## src/rtl/controle_pagamento_pkg.sv

```systemverilog
// rtl/controle_pagamento_pkg.sv - shared types and constants for the payment sequencer
// Purpose: state encoding, default value width and coin denominations used by
//          controle_pagamento and its testbench.
// Ports:   none (package).
package controle_pagamento_pkg;

  localparam int LARGURA_VALOR_PADRAO = 8;

  // 3-bit state encoding of the payment sequencer
  typedef enum logic [2:0] {
    OCIOSO  = 3'd0,
    COLETA  = 3'd1,
    LIBERA  = 3'd2,
    DEVOLVE = 3'd3,
    TROCO   = 3'd4,
    FIM     = 3'd5
  } estado_t;

  // Coin denominations accepted by the coin mechanism (currency units)
  localparam int MOEDA_5   = 5;
  localparam int MOEDA_10  = 10;
  localparam int MOEDA_25  = 25;
  localparam int MOEDA_50  = 50;
  localparam int MOEDA_100 = 100;

endpackage

```

## src/rtl/controle_pagamento_if.sv

```systemverilog
// rtl/controle_pagamento_if.sv - handshake bundle between main controller and payment sequencer
// Purpose: groups the start, coin, cancel, dispenser and change signals.
// Ports:   master = main controller / dispensers side, slave = controle_pagamento.
interface controle_pagamento_if #(
  parameter int LV = 8
);
  logic          inicia;
  logic [LV-1:0] preco;
  logic          moeda_valida;
  logic [LV-1:0] valor_moeda;
  logic          cancela;
  logic          entrega_pronta;
  logic          troco_ack;
  logic [LV-1:0] credito;
  logic          libera_produto;
  logic [LV-1:0] troco_valor;
  logic          troco_valido;
  logic          moeda_rejeitada;
  logic          OK;
  logic          vendido;
  logic          ocupado;

  modport master (
    output inicia, preco, moeda_valida, valor_moeda, cancela, entrega_pronta, troco_ack,
    input  credito, libera_produto, troco_valor, troco_valido, moeda_rejeitada, OK,
           vendido, ocupado
  );

  modport slave (
    input  inicia, preco, moeda_valida, valor_moeda, cancela, entrega_pronta, troco_ack,
    output credito, libera_produto, troco_valor, troco_valido, moeda_rejeitada, OK,
           vendido, ocupado
  );
endinterface

```

## src/rtl/controle_pagamento_temporizador_espera.sv

```systemverilog
// rtl/controle_pagamento_temporizador_espera.sv - inactivity counter for the coin collection phase
// Purpose: counts idle cycles; expirou flags the last idle cycle before auto-cancel.
// Ports:   clk, rst (sync, active-high), limpa (clear to 0), conta (increment),
//          expirou (count == TIMEOUT_CICLOS-1).
module temporizador_espera #(
  parameter int TIMEOUT_CICLOS = 1000
) (
  input  logic clk,
  input  logic rst,
  input  logic limpa,
  input  logic conta,
  output logic expirou
);
  localparam int W = $clog2(TIMEOUT_CICLOS);

  logic [W-1:0] cnt_q, cnt_d;

  always_comb begin
    cnt_d = cnt_q;
    if (limpa)      cnt_d = '0;
    else if (conta) cnt_d = cnt_q + 1'b1;
  end

  always_ff @(posedge clk) begin
    if (rst) cnt_q <= '0;
    else     cnt_q <= cnt_d;
  end

  assign expirou = (cnt_q == W'(TIMEOUT_CICLOS - 1));
endmodule

```

## src/rtl/controle_pagamento.sv

```systemverilog
// rtl/controle_pagamento.sv - payment sequencer for the COMPARADOR phase of the vending controller
// Purpose: latches the price, accumulates coin credit, drives product and change
//          dispensers, refunds on cancel/timeout and pulses OK at the end.
// Ports:   clk, rst (sync, active-high), pag (slave side of controle_pagamento_if):
//          inicia/preco, moeda_valida/valor_moeda, cancela, entrega_pronta, troco_ack in;
//          credito, libera_produto, troco_valor/troco_valido, moeda_rejeitada, OK/vendido,
//          ocupado out.
module controle_pagamento
  import controle_pagamento_pkg::*;
#(
  parameter int LARGURA_VALOR  = LARGURA_VALOR_PADRAO,
  parameter int TIMEOUT_CICLOS = 1000
) (
  input  logic                 clk,
  input  logic                 rst,
  controle_pagamento_if.slave  pag
);
  localparam int LV = LARGURA_VALOR;

  estado_t       estado_q, estado_d;
  logic [LV-1:0] preco_q, preco_d;
  logic [LV-1:0] credito_q, credito_d;
  logic [LV-1:0] troco_q, troco_d;
  logic          vendido_q, vendido_d;
  logic          rejeitada_q, rejeitada_d;

  logic [LV:0]   soma;
  logic [LV-1:0] credito_nxt;
  logic          aceita;
  logic          expirou;

  // Extra carry bit exposes overflow of credit + coin
  assign soma   = {1'b0, credito_q} + {1'b0, pag.valor_moeda};
  assign aceita = (estado_q == COLETA) && pag.moeda_valida && !soma[LV];

  // Timer runs only while collecting and restarts on every accepted coin
  temporizador_espera #(
    .TIMEOUT_CICLOS(TIMEOUT_CICLOS)
  ) u_temporizador (
    .clk    (clk),
    .rst    (rst),
    .limpa  ((estado_q != COLETA) || aceita),
    .conta  ((estado_q == COLETA) && !aceita),
    .expirou(expirou)
  );

  always_comb begin
    estado_d    = estado_q;
    preco_d     = preco_q;
    credito_d   = credito_q;
    troco_d     = troco_q;
    vendido_d   = vendido_q;
    credito_nxt = aceita ? soma[LV-1:0] : credito_q;
    rejeitada_d = pag.moeda_valida && !aceita;

    unique case (estado_q)
      OCIOSO: begin
        if (pag.inicia) begin
          preco_d   = pag.preco;
          credito_d = '0;
          vendido_d = 1'b0;
          estado_d  = COLETA;
        end
      end
      COLETA: begin
        // Coin is accounted before cancel/timeout so a refund includes it
        credito_d = credito_nxt;
        if (pag.cancela || (expirou && !aceita)) begin
          estado_d = DEVOLVE;
        end else if (credito_nxt >= preco_q) begin
          estado_d  = LIBERA;
          vendido_d = 1'b1;
        end
      end
      LIBERA: begin
        if (pag.entrega_pronta) begin
          if (credito_q > preco_q) begin
            troco_d  = credito_q - preco_q;
            estado_d = TROCO;
          end else begin
            credito_d = '0;
            estado_d  = FIM;
          end
        end
      end
      DEVOLVE: begin
        if (credito_q == '0) begin
          estado_d = FIM;
        end else begin
          troco_d  = credito_q;
          estado_d = TROCO;
        end
      end
      TROCO: begin
        if (pag.troco_ack) begin
          credito_d = '0;
          estado_d  = FIM;
        end
      end
      FIM:     estado_d = OCIOSO;
      default: estado_d = OCIOSO;
    endcase
  end

  always_ff @(posedge clk) begin
    if (rst) begin
      estado_q    <= OCIOSO;
      preco_q     <= '0;
      credito_q   <= '0;
      troco_q     <= '0;
      vendido_q   <= 1'b0;
      rejeitada_q <= 1'b0;
    end else begin
      estado_q    <= estado_d;
      preco_q     <= preco_d;
      credito_q   <= credito_d;
      troco_q     <= troco_d;
      vendido_q   <= vendido_d;
      rejeitada_q <= rejeitada_d;
    end
  end

  assign pag.credito         = credito_q;
  assign pag.troco_valor     = troco_q;
  assign pag.moeda_rejeitada = rejeitada_q;
  assign pag.libera_produto  = (estado_q == LIBERA);
  assign pag.troco_valido    = (estado_q == TROCO);
  assign pag.OK              = (estado_q == FIM);
  assign pag.vendido         = (estado_q == FIM) && vendido_q;
  assign pag.ocupado         = (estado_q != OCIOSO);
endmodule

```

## src/flat_wrapper.sv

```systemverilog
// flat-port wrapper written by rule: the top's interface ports become plain ports
module controle_pagamento_flat import controle_pagamento_pkg::*;
#(
  parameter int LARGURA_VALOR  = LARGURA_VALOR_PADRAO,
  parameter int TIMEOUT_CICLOS = 1000
)
  (clk, rst, pag_inicia, pag_preco, pag_moeda_valida, pag_valor_moeda, pag_cancela, pag_entrega_pronta, pag_troco_ack, pag_credito, pag_libera_produto, pag_troco_valor, pag_troco_valido, pag_moeda_rejeitada, pag_OK, pag_vendido, pag_ocupado);
  controle_pagamento_if #(.LV((8))) pag_i ();
  input  logic clk;
  input  logic rst;
  input wire logic [$bits(pag_i.inicia)-1:0] pag_inicia;
  input wire logic [$bits(pag_i.preco)-1:0] pag_preco;
  input wire logic [$bits(pag_i.moeda_valida)-1:0] pag_moeda_valida;
  input wire logic [$bits(pag_i.valor_moeda)-1:0] pag_valor_moeda;
  input wire logic [$bits(pag_i.cancela)-1:0] pag_cancela;
  input wire logic [$bits(pag_i.entrega_pronta)-1:0] pag_entrega_pronta;
  input wire logic [$bits(pag_i.troco_ack)-1:0] pag_troco_ack;
  output wire logic [$bits(pag_i.credito)-1:0] pag_credito;
  output wire logic [$bits(pag_i.libera_produto)-1:0] pag_libera_produto;
  output wire logic [$bits(pag_i.troco_valor)-1:0] pag_troco_valor;
  output wire logic [$bits(pag_i.troco_valido)-1:0] pag_troco_valido;
  output wire logic [$bits(pag_i.moeda_rejeitada)-1:0] pag_moeda_rejeitada;
  output wire logic [$bits(pag_i.OK)-1:0] pag_OK;
  output wire logic [$bits(pag_i.vendido)-1:0] pag_vendido;
  output wire logic [$bits(pag_i.ocupado)-1:0] pag_ocupado;
  assign pag_i.inicia = pag_inicia;
  assign pag_i.preco = pag_preco;
  assign pag_i.moeda_valida = pag_moeda_valida;
  assign pag_i.valor_moeda = pag_valor_moeda;
  assign pag_i.cancela = pag_cancela;
  assign pag_i.entrega_pronta = pag_entrega_pronta;
  assign pag_i.troco_ack = pag_troco_ack;
  assign pag_credito = pag_i.credito;
  assign pag_libera_produto = pag_i.libera_produto;
  assign pag_troco_valor = pag_i.troco_valor;
  assign pag_troco_valido = pag_i.troco_valido;
  assign pag_moeda_rejeitada = pag_i.moeda_rejeitada;
  assign pag_OK = pag_i.OK;
  assign pag_vendido = pag_i.vendido;
  assign pag_ocupado = pag_i.ocupado;
  controle_pagamento #(.LARGURA_VALOR(LARGURA_VALOR), .TIMEOUT_CICLOS(TIMEOUT_CICLOS)) u_core (.clk(clk), .rst(rst), .pag(pag_i));
endmodule
```

## config.mk

```make
export PLATFORM = sky130hd
export DESIGN_NAME = controle_pagamento_flat
export DESIGN_NICKNAME = d
export VERILOG_FILES = /design/src/rtl/controle_pagamento_pkg.sv /design/src/rtl/controle_pagamento_if.sv /design/src/rtl/controle_pagamento_temporizador_espera.sv /design/src/rtl/controle_pagamento.sv /design/src/flat_wrapper.sv
export SDC_FILE = /design/constraint.sdc
export NUM_CORES = 1
export LEC_CHECK = 0
export CAP_MARGIN = 20
export CORE_UTILIZATION = 58
export DETAILED_ROUTE_END_ITERATION = 8
export HOLD_SLACK_MARGIN = 0.08
export PLACE_DENSITY = 0.88
export REMOVE_ABC_BUFFERS = 1
export SETUP_SLACK_MARGIN = 0.3
export SLEW_MARGIN = 30
export SYNTH_ARGS = -nofsm -noshare
export SYNTH_HDL_FRONTEND = slang
export SYNTH_SLANG_ARGS = --single-unit
```

## constraint.sdc

```tcl
create_clock -name clk -period 8.9 [get_ports clk]
set_input_delay 1.335 -clock clk [delete_from_list [all_inputs] [get_ports clk]]
set_output_delay 1.335 -clock clk [all_outputs]
set_load 0.02 [all_outputs]
```

* Word-level counts from Yosys, hierarchy flattened
Index checks and enable logic that the tools add are counted.
** Storage, ports and cells
- Register bits after elaboration :: 39
- Input bits :: 23
- Output and inout bits :: 22
- Word-level logic and storage cells :: 72
** Operators by class
- Add/sub/neg operators :: 3
- $lt $le $gt $ge :: 2
- Eq/ne operators :: 16
- Muxes and demuxes :: 22
- Reductions and logical operators :: 22
** Operators with widths (number)
- $mux 8 :: 8
- $pmux 8 s4 :: 1
- $pmux 8 s2 :: 1
- $mux 3 :: 5
- $pmux 3 s5 :: 1
- $ne 2x2->1 const B :: 7
- $reduce_and 4->1 :: 3
- $add 10x1->10 const B :: 1
- $eq 10x10->1 const B :: 1
- $add 8x8->9 :: 1
- $ge 8x8->1 :: 1
- $gt 8x8->1 :: 1
- $logic_not 8->1 :: 1
- $sub 8x8->8 :: 1
- $eq 3x2->1 const B :: 2
- $eq 3x3->1 const B :: 2
- $logic_and 1x1->1 :: 6
- $mux 1 :: 5
- $reduce_and 5->1 :: 1
- $reduce_bool 2->1 :: 2
- $reduce_bool 4->1 :: 1
- $eq 3x1->1 const B :: 1
- $logic_not 3->1 :: 1
- $ne 3x1->1 const B :: 1
- 8 further kinds :: 10

* Longest topological paths before layout
- Depth in word-level cells :: 8
- Depth in mapped cells :: 16
- Depth with buffers taken out :: 15

* Hierarchy
A second synthesis with hierarchy kept.
** Second synthesis, totals
- Cell total of the unflattened synthesis :: 346
- Area, all modules :: 2783.9 um2
** Modules (own cells, without submodules)
- controle_pagamento :: times used 1, cells an instance 295, area each 2326.0 um2, sequential area each 580.6 um2
- temporizador_espera :: times used 1, cells an instance 51, area each 457.9 um2, sequential area each 200.2 um2

* Worst setup path after synthesis
OpenSTA, ideal clock, no wires.
- Path kind :: input to register
- Start :: input pag_valor_moeda[0]
- End :: register u_core.estado_q[1]
- Setup time :: 0.117 ns
- Arrival :: 4.061 ns
- Data required time :: 8.783 ns
- Path slack :: 4.722 ns
- Stages on the path :: 15
- Buffers on the path :: 1
- Cell sequence :: ha_1 inv_1 fa_1 nand2b_1 a211oi_2 a211oi_2 buf_4 mux2_2 ha_1 a21o_1 a31oi_1 o21ai_0 a221o_1 nand2b_1 o2bb2ai_1
** On the way
- Cells in the longest elaborated chain, start to end :: 8
- Elaborated cells between the ends (all ways) :: 12
- Classes of those cells :: add/sub: 1; order compare: 1; eq/ne: 1; mux: 3; reduce/logical: 6
** Ends and longest elaborated chain
- start, declared :: line flat_wrapper.sv:14 : input wire logic [$bits(pag_i.valor_moeda)-1:0] pag_valor_moeda;
- $add 8x8->9 * :: line controle_pagamento.sv:33 : assign soma = {1'b0, credito_q} + {1'b0, pag.valor_moeda};
- parallel branches: the longest is 7 deep, another holds $ge 8x8->1
- end signal, assigned :: line controle_pagamento.sv:114 : estado_q <= estado_d;
- end, declared :: line controle_pagamento.sv:20 : estado_t estado_q, estado_d;
Every way passes the cells marked *.
A chain may end at the register's enable or synchronous reset.

* Worst setup path in the final report
- Start :: input pag_valor_moeda[0]
- End :: register u_core.estado_q[0]
Same word-level chain as after synthesis.

==> results.sh <==
export IMPL_viasPerCell=6.08
export IMPL_synth_edf_count=0
export IMPL_period_share=0.535
export IMPL_synth_common_cells="dfxtp_1 (39), nand2_1 (32), nor2_1 (30)"
export IMPL_ant_nets=0
export IMPL_cts_tree="done"
export IMPL_cts_max_level=2
export IMPL_ys_top_cells_by_area="dfxtp_1 (29%), ha_1 (12%), nand2_1 (4.4%)"
export IMPL_grt_pass1_vias=2460
export IMPL_drc_errors=0
export IMPL_cp_arrival_ns=4.96
export IMPL_drt_pass1_iter_count=5
export IMPL_ys_seq_area_frac=0.288
export IMPL_crit_path_end="u_core.estado_q[0]$_SDFFE_PP0P_"
export IMPL_num_antenna_cells=0
export IMPL_yosysMostFrequentCell="dfxtp_1"
export IMPL_max_vdd_ir_drop_mv=0.141
export IMPL_status="finished clean"
export IMPL_yosysTopAreaCellShare=0.288
export IMPL_postSynthCellCount=321
export IMPL_rows=24
export IMPL_path_max_fanout=11
export IMPL_antenna_found_initial=0
export IMPL_finalSetupViolations=0
export IMPL_numCtsBuffers=5
export IMPL_hold_ws_ns=0.457
export IMPL_worst_path_max_delay_cell="a211oi_2"
export IMPL_reg2reg_from="u_core.pag.credito[6]$_SDFFE_PP0P_"
export IMPL_dpl_hpwl_microns=4850
export IMPL_root_buffer="clkbuf_8"
export IMPL_cts_resized=0
export IMPL_final_nets=412
export IMPL_p_per_area_mw_per_mm2=230
export IMPL_tightest_slew_ns=0.813
export IMPL_grt_usage=0.285
export IMPL_fin_crit_ns=4.76
export IMPL_drive_gt1_frac=0.0882
export IMPL_fillCellCount=353
export IMPL_crit_path_start="pag_valor_moeda[0]"
export IMPL_synth_largest_area_cell="dfxtp_1"
export IMPL_cp_cell_sequence="clkdlybuf4s50_1 -> ha_1 -> inv_1 -> fa_1 -> nand2b_1 -> a211oi_2 -> a211oi_2 -> mux2_2 -> ha_1 -> a21o_1 -> a31oi_1 -> o21ai_0 -> a221o_1 -> nand2b_1 -> o32ai_1"
export IMPL_dieWidth_microns=70.4
export IMPL_post_synth_cell_area_avg_sq_um=8.45
export IMPL_holdBufCountCts=0
export IMPL_start_kind="primary input"
export IMPL_post_cts_setup_buffers=0
export IMPL_ys_ff_latch=39
export IMPL_fp_dieH_microns=70.4
export IMPL_grt_pass1_wl_microns=11300
export IMPL_power_leakage_nw=1.27
export IMPL_cts_path_max_buffers=2
export IMPL_path_clk_slew_ns=0.08
export IMPL_slew_viol_final=0
export IMPL_final_setup_skew_ns=0.00502
export IMPL_fin_setup_tns_ns=0
export IMPL_wirelength_microns=6500
export IMPL_rr_endpoint="u_core.estado_q[0]$_SDFFE_PP0P_"
export IMPL_critPathCaptureType="flop"
export IMPL_r2r_setup_slack_ns=5.08
export IMPL_async_reset_ff_frac=0
export IMPL_reg2reg_depth=12
export IMPL_cpPeakStageDelay_ns=0.70
export IMPL_cap_violations=0
export IMPL_area_growth_pct=20.5
export IMPL_fmax_mhz=210
export IMPL_io_pins=45
export IMPL_fin_util=0.740
export IMPL_drtIter0Drc=178
export IMPL_ys_flop_type="dfxtp_1"
export IMPL_start_util=0.614
export IMPL_vias=2522
export IMPL_core_area_sq_mm=0.00441
export IMPL_yosysUniqueCellTypes=64
export IMPL_path_class="in -> reg"
export IMPL_wl_per_cell_microns=15.7
export IMPL_clk_latency_ns=0.30
export IMPL_portBuffers=44
export IMPL_netlist_area_sq_mm=0.00271
export IMPL_grt_ovfl_total=0
export IMPL_die_area_sq_mm=0.00495
export IMPL_finalHoldViolations=0
export IMPL_rsz0062_at_grt="false"
export IMPL_clock_sinks=39
export IMPL_relSlewSlack=0.457
export IMPL_gp_congestion=0.847
export IMPL_setup_ws_ns=4.14
export IMPL_hp_class="reg -> reg"
export IMPL_synth_warning_count=0
export IMPL_grt_max_degree=27
export IMPL_place_worst_setup_slack_ns=3.86
export IMPL_cp_required_ns=9.10
## cell families (layout without fill, tap and decap cells)
logic type | after synthesis | after routing | synth area share
adder cells (fa/ha/maj) | 27 | 27 | 0.130
flip-flops | 39 | 39 | 0.288
buffers and inverters | 28 | 70 | 0.0521
multiplexers | 8 | 8 | 0.0323
AND/OR/NAND/NOR | 127 | 127 | 0.241
XOR/XNOR | 15 | 15 | 0.0485
AO/OA/AOI/OAI | 77 | 77 | 0.208
## critical path, delay by kind of cell
family | cells | cell delay (ns)
adder cells (fa/ha/maj) | 3 | 0.67
AO/OA/AOI/OAI | 7 | 1.70
AND/OR/NAND/NOR | 2 | 0.34
buffers and inverters | 2 | 0.47
multiplexers | 1 | 0.43
## sequential cells by signal, indices dropped and copies added, names as in the netlist
name / cells
u_core.estado_q: 3
u_core.pag.credito: 8
u_core.pag.moeda_rejeitada: 1
u_core.pag.troco_valor: 8
u_core.preco_q: 8
u_core.u_temporizador.cnt_q: 10
u_core.vendido_q: 1
## metal layers
metal | part of all wire | up-vias | track usage | wire length, microns
met1 | 0.46 | 1185 | 0.370 | 3000
met2 | 0.47 | 82 | 0.470 | 3040
met5 | 0 | - | 0 | 0
met3 | 0.049 | 15 | 0.0404 | 320
met4 | 0.021 | 0 | 0.120 | 138
li1 | - | 1240 | - | -
## power by group
part	switching (W)	internal (W)	leakage (nW)
Combinational	0.000202	0.000167	0.894
Sequential	0.0000292	0.000194	0.316
Clock	0.0000677	0.0000923	0.0618
## area by class of cell
class	instances	area, sq um	area share
Sequential cell	39	781	0.239
Clock inverter	2	38.8	0.0119
Multi-Input combinational cell	254	1790	0.547
Clock buffer	6	82.6	0.0253
Tap cell	52	65.1	0.0199
Timing Repair Buffer	45	448	0.137
Inverter	17	63.8	0.0195
## worst min path at each step
stage               slack [ns]  cells after the start                                         from                                     endpoint
floorplan                 0.43                      1  u_core.u_temporizador.cnt_q[0]$_SDFFE_PP0P_  u_core.u_temporizador.cnt_q[0]$_SDFFE_PP0P_
global placement          0.44                      1  u_core.u_temporizador.cnt_q[0]$_SDFFE_PP0P_  u_core.u_temporizador.cnt_q[0]$_SDFFE_PP0P_
detailed placement        0.45                      2               u_core.preco_q[2]$_SDFFE_PP0P_               u_core.preco_q[2]$_SDFFE_PP0P_
CTS                       0.46                      2               u_core.preco_q[2]$_SDFFE_PP0P_               u_core.preco_q[2]$_SDFFE_PP0P_
global route              0.48                      2               u_core.preco_q[6]$_SDFFE_PP0P_               u_core.preco_q[6]$_SDFFE_PP0P_
finish                    0.46                      2               u_core.preco_q[2]$_SDFFE_PP0P_               u_core.preco_q[2]$_SDFFE_PP0P_
## layout by cell type, fill, tap and decap left out, types with 3 or more instances in the layout
cell,Yosys,layout
xnor2_1,10,10
nand3_1,10,10
nor3_1,7,7
ha_1,25,25
nand4_1,4,4
a311oi_1,3,3
a22o_1,7,7
nand2_1,32,32
nor2_2,3,3
nor3b_1,3,3
a211oi_2,5,5
a21oi_1,19,19
a31oi_1,4,4
inv_1,17,17
xor2_1,5,5
o21ai_0,13,13
nor2b_1,3,3
mux2_2,6,6
dfxtp_1,39,39
clkbuf_8,0,6
nand2b_1,9,9
and3_1,6,6
and2_1,3,3
clkdlybuf4s50_1,0,44
nor2_1,30,30
## per-stage QoR
stage	cell area, sq um	total power, W	std cells
floorplan	2630	0.000487	310
global placement	3150	0.000574	407
detailed placement	3150	0.000588	407
CTS	3270	0.000747	415
global route	3270	0.000809	415
finish	3270	0.000753	415
Power figures use the tool's default switching activity.
